<file path="config.mk">
export PLATFORM = sky130hd
export DESIGN_NAME = seq_mul
export DESIGN_NICKNAME = d
export VERILOG_FILES = /design/src/rtl/seq_mul_pkg.sv /design/src/rtl/seq_mul_cneg.sv /design/src/rtl/seq_mul.sv
export SDC_FILE = /design/constraint.sdc
export NUM_CORES = 1
export LEC_CHECK = 0
export CORE_UTILIZATION = 25
export DETAILED_ROUTE_END_ITERATION = 10
export PLACE_DENSITY = 0.5
export SLEW_MARGIN = 20
export SYNTH_ARGS = -nofsm -noshare
export SYNTH_HDL_FRONTEND = slang
export SYNTH_SLANG_ARGS = --single-unit
</file>
<file path="constraint.sdc">
create_clock -name clk -period 6.1 [get_ports clk]
set_clock_uncertainty 0.1 [all_clocks]
set_input_delay 1.22 -clock clk [delete_from_list [all_inputs] [get_ports clk]]
set_output_delay 1.22 -clock clk [all_outputs]
set_load 0.005 [all_outputs]
</file>
<file path="src/rtl/seq_mul_pkg.sv">
// Shared types and helpers for the seq_mul iterative multiplier.
package seq_mul_pkg;

   typedef enum logic [1:0] {
      StIdle,
      StRun,
      StDone
   } state_e;

   // Iteration counter width for a given operand width; the counter reaches WIDTH.
   function automatic int unsigned cnt_w(input int unsigned width);
      return $clog2(width + 1);
   endfunction

endpackage

</file>
<file path="src/rtl/seq_mul_cneg.sv">
// Conditional two's-complement negator: y = neg ? -x : x.
module seq_mul_cneg #(
   parameter int unsigned WIDTH = 32
) (
   input  logic [WIDTH-1:0] x,
   input  logic             neg,
   output logic [WIDTH-1:0] y
);

   assign y = neg ? ('0 - x) : x;

endmodule

</file>
<file path="src/rtl/seq_mul.sv">
// Iterative radix-2 shift-add multiplier with valid/ready on operands and product.
// One operation in flight; WIDTH iterations per product.
// Optional signed mode is enabled by defining SEQ_MUL_SIGNED_EN (adds the is_signed port).
module seq_mul
   import seq_mul_pkg::*;
#(
   parameter int unsigned WIDTH = 32
) (
   input  logic               clk,
   input  logic               rst,
   input  logic               in_valid,
   output logic               in_ready,
   input  logic [WIDTH-1:0]   a,
   input  logic [WIDTH-1:0]   b,
`ifdef SEQ_MUL_SIGNED_EN
   input  logic               is_signed,
`endif
   output logic               out_valid,
   input  logic               out_ready,
   output logic [2*WIDTH-1:0] p
);

   localparam int unsigned CNT_W = cnt_w(WIDTH);

   state_e             state_q, state_d;
   logic [WIDTH-1:0]   mcand_q, mcand_d;
   logic [WIDTH-1:0]   mplier_q, mplier_d;
   logic [WIDTH:0]     acc_q, acc_d;
   logic [CNT_W-1:0]   count_q, count_d;
   logic [2*WIDTH-1:0] p_q, p_d;

   logic [WIDTH-1:0]   a_mag, b_mag;
   logic [WIDTH:0]     sum;
   logic [2*WIDTH-1:0] prod_raw, prod_fix;

   // Add step of the current iteration; acc's top bit is always clear before the add.
   assign sum      = mplier_q[0] ? (acc_q + {1'b0, mcand_q}) : acc_q;
   // Full product as it stands after the shift of the current iteration.
   assign prod_raw = {sum, mplier_q[WIDTH-1:1]};

`ifdef SEQ_MUL_SIGNED_EN
   logic neg_q, neg_d;
   logic neg_in;

   assign neg_in = is_signed & (a[WIDTH-1] ^ b[WIDTH-1]);

   seq_mul_cneg #(.WIDTH(WIDTH)) u_cneg_a (
      .x   (a),
      .neg (is_signed & a[WIDTH-1]),
      .y   (a_mag)
   );

   seq_mul_cneg #(.WIDTH(WIDTH)) u_cneg_b (
      .x   (b),
      .neg (is_signed & b[WIDTH-1]),
      .y   (b_mag)
   );

   seq_mul_cneg #(.WIDTH(2*WIDTH)) u_cneg_p (
      .x   (prod_raw),
      .neg (neg_q),
      .y   (prod_fix)
   );

   // Sign of the pending result, captured with the operands.
   always_ff @(posedge clk) begin
      if (rst) neg_q <= 1'b0;
      else     neg_q <= neg_d;
   end

   // Sign flag next state: only loaded on acceptance.
   always_comb begin
      neg_d = neg_q;
      if (state_q == StIdle && in_valid) neg_d = neg_in;
   end
`else
   assign a_mag    = a;
   assign b_mag    = b;
   assign prod_fix = prod_raw;
`endif

   // State and datapath registers with synchronous reset.
   always_ff @(posedge clk) begin
      if (rst) begin
         state_q  <= StIdle;
         mcand_q  <= '0;
         mplier_q <= '0;
         acc_q    <= '0;
         count_q  <= '0;
         p_q      <= '0;
      end else begin
         state_q  <= state_d;
         mcand_q  <= mcand_d;
         mplier_q <= mplier_d;
         acc_q    <= acc_d;
         count_q  <= count_d;
         p_q      <= p_d;
      end
   end

   // Next-state and datapath update: accept in IDLE, one shift-add per RUN cycle.
   always_comb begin
      state_d  = state_q;
      mcand_d  = mcand_q;
      mplier_d = mplier_q;
      acc_d    = acc_q;
      count_d  = count_q;
      p_d      = p_q;
      unique case (state_q)
         StIdle: begin
            if (in_valid) begin
               mcand_d  = a_mag;
               mplier_d = b_mag;
               acc_d    = '0;
               count_d  = '0;
               state_d  = StRun;
            end
         end
         StRun: begin
            acc_d    = {1'b0, sum[WIDTH:1]};
            mplier_d = {sum[0], mplier_q[WIDTH-1:1]};
            count_d  = count_q + CNT_W'(1);
            // Final iteration: the product is complete, so publish it directly.
            if (count_q == CNT_W'(WIDTH - 1)) begin
               p_d     = prod_fix;
               state_d = StDone;
            end
         end
         StDone: begin
            if (out_ready) state_d = StIdle;
         end
         default: state_d = StIdle;
      endcase
   end

   // Handshake outputs are masked during reset so nothing is exchanged in that cycle.
   always_comb begin
      in_ready  = (state_q == StIdle) && !rst;
      out_valid = (state_q == StDone) && !rst;
      p         = p_q;
   end

endmodule

</file>
==> qor.yml <==
drive_above_1_share_pct: 5.707
max_stage_delay_ps: 540
pin_count: 134
synth_top_cell_by_area: "dfxtp_1"
crit_slowest_cell: "clkdlybuf4s50_1"
wl_per_cell_um: 16.31
intPower_w: 0.001796
cts_tree: "done"
cts_root_buf: "clkbuf_16"
numPortBuffers: 133
setup-violations-final: 0
worst_slew_pin_slew_ps: 1064
finalMaxSlewViolations: 0
die_h_um: 184.7
crit_path_end_kind: "output pin"
syn_nets: 1178
crit_type: "in2out"
worstPathCellList: "buf_4 -> nor3b_1 -> clkdlybuf4s50_1"
syn_avg_cell_area_sq_um: 7.754
p_leak_nw: 3.836
totalWireLength_um: 26360
area_growth_pct: 27.52
synth_top_area_share_pct: 40.31
finalCritPeriodShare_pct: 59.46
rsz0062_at_grt: "no"
pre_cts_ws_ps: 2463
synthArstFlopShare_pct: 0
worstPathArrival_ps: 2310
drt-met1-wl_um: 12870
antenna_found_initial: 0
crit_family: "buffers and inverters"
syn_inst: 1076
startpoint: "rst"
crit_path_end: "out_valid"
ant_nets: 0
status: "complete, no violations"
rows: 66
yosysSeqAreaShare_pct: 40.31
path_depth: 3
synth_warnings: 0
dieArea_sq_um: 34110
drc: 0
drt_iter0_drc: 403
hold_class: "reg2reg"
ys.flop_type: "dfxtp_1"
slew_headroom_pct: 28.98
combPwrFrac_pct: 10.9
reg2reg_from: "acc_q[0]"
final_hold_viol_count: 0
ir_drop_v: 0.0001820
cts.sinks: 168
synth_most_common_cell: "nand2_1"
dr.pass1.iters: 7
syn-cell-area_sq_um: 8343
cp.required_ps: 4780
fmax_mhz: 275.7
grtUsageTotal_pct: 15.67
cts_resized: 0
num_antenna_cells: 0
fp.dieW_um: 184.7
cts_max_path_buffers: 2
grt_pass1_vias: 7625
place_congestion: 0.8578
p_switching_w: 0.0007423
pwr-share-seq_pct: 45.9
rr_endpoint: "acc_q[31]"
critPathLaunchType: "primary input"
wl_met2_um: 12100
grt_max_degree: 84
fin_area_sq_um: 10640
clk_pin_slew_ps: 70
hold_buffers: 0
crit_buf_inv: 2
wl_met3_um: 1011
grt.overflow.total: 0
netlist_top_cells_count: "nand2_1, dfxtp_1, a21oi_1"
r2r_slack_ps: 3050
viasPerCell: 4.874
reg2regPathDepth: 9
cts_setup_buffers: 0
highest_layer: "met4"
synth-edff-count: 0
fin_tns_setup_ps: 0
cts_buffers: 17
grt_first_pass_wirelength_um: 41990
nNetsFinal: 1263
layout_min_cycle_time_ps: 3627
synth_seq_cells: 168
htree_levels: 4
synth.distinct_cells: 67
dp_hpwl_um: 18260
layout_setup_ws_ps: 2473
dr_total_vias: 7876
start_util_pct: 25.51
clk_latency_ps: 430
cp_max_fo: 49
power_frac_clock_pct: 43.2
maxCapViolCount: 0
core_area_sq_um: 32700
power_density_nw_per_um2: 238.6
placed_area_sq_um: 10030
synth_area_leaders: "dfxtp_1, nand2_1, a21oi_1"
switching_share_pct: 29.24
==> placed cells by master, fill, tap and decap left out, types with 5 or more instances in the layout <==
cell             netlist  routed
a211oi_1              15      15
a21o_1                 7       7
a21oi_1              134     134
a221oi_1               7       7
a222oi_1               8       8
a22oi_1               16      16
a31oi_1                8       8
and3_1                12      12
buf_4                  0      13
clkbuf_16              0      17
clkdlybuf4s50_1        0     132
clkinv_8               0       5
dfxtp_1              168     168
ha_1                  33      33
inv_1                 10      10
inv_8                  0       5
mux2i_1               14      14
nand2_1              191     188
nand3_1                7       7
nand4_1               10      10
nor2_1               132     130
nor3_1                40      40
o21a_1                 8       8
o21ai_0               64      64
o21bai_1               5       5
o22ai_1               12      12
xnor2_1               13      13
xor2_1                11      11
==> power by group through the flow <==
stage	sequential (W)	combinational, W	clock, W
after global placement	0.00119	0.000278	0
after global routing	0.00117	0.000311	0.00117
after CTS	0.00117	0.000281	0.00113
after detailed placement	0.00119	0.000280	0
final	0.00117	0.000278	0.00110
after floorplan	0.00118	0.000176	0
==> per-stage QoR <==
step | utilization [%] | hold WS (ps) | total power [W] | std cells
after detailed placement | 30.69 | 342.1 | 0.001471 | 1584
final | 32.53 | 348.9 | 0.002539 | 1616
after global placement | 30.68 | 338.8 | 0.001470 | 1584
after CTS | 32.53 | 352.2 | 0.002573 | 1616
after global routing | 32.53 | 362.1 | 0.002655 | 1616
after floorplan | - | 334.5 | 0.001356 | 1076
==> worst min path at each step <==
stage,start,end,slack [ps],depth (start not counted)
after global placement,p[55],p[55],340,2
after floorplan,p[55],p[55],330,2
after CTS,p[55],p[55],350,2
after detailed placement,p[55],p[55],340,2
final,p[55],p[55],350,2
after global routing,p[55],p[55],360,2
==> per-layer routing <==
layer / GRT usage [%] / vias to the layer above
li1: - / 3985
met1: 21.59 / 3717
met2: 25.04 / 150
met3: 2.430 / 24
met4: 4.661 / 0
met5: 0 / -
==> state kept, by name (all words and copies together), names as in the netlist <==
signal	cells
acc_q	32
count_q	6
state_q	2
mplier_q	32
mcand_q	32
p	64
==> tightest hold or removal path: stages (launching register included) <==
cell,delay [ps]
dfxtp_1,320
nand2_1,50
nand2_1,40
==> logic make-up (layout without fill, tap and decap cells) <==
group	after synthesis	in the layout	synth area share (%)
flops	168	168	40.31
fa+ha+maj	34	34	5.189
xor+xnor	24	24	2.519
buf+inv	89	187	4.154
simple gates	420	420	21.37
compound gates	327	327	24.78
mux	14	14	1.680
==> layout make-up <==
type                    count  area (sq um)
fillers                  3533         22060
clock buffers              17         425.4
multi-input cells         819          4662
repair buffers            145          1419
well taps                 442         553.0
inverters                  10         37.54
clock inverters            15         178.9
flip-flops and latches    168          3363
Power figures use the tool's default switching activity.
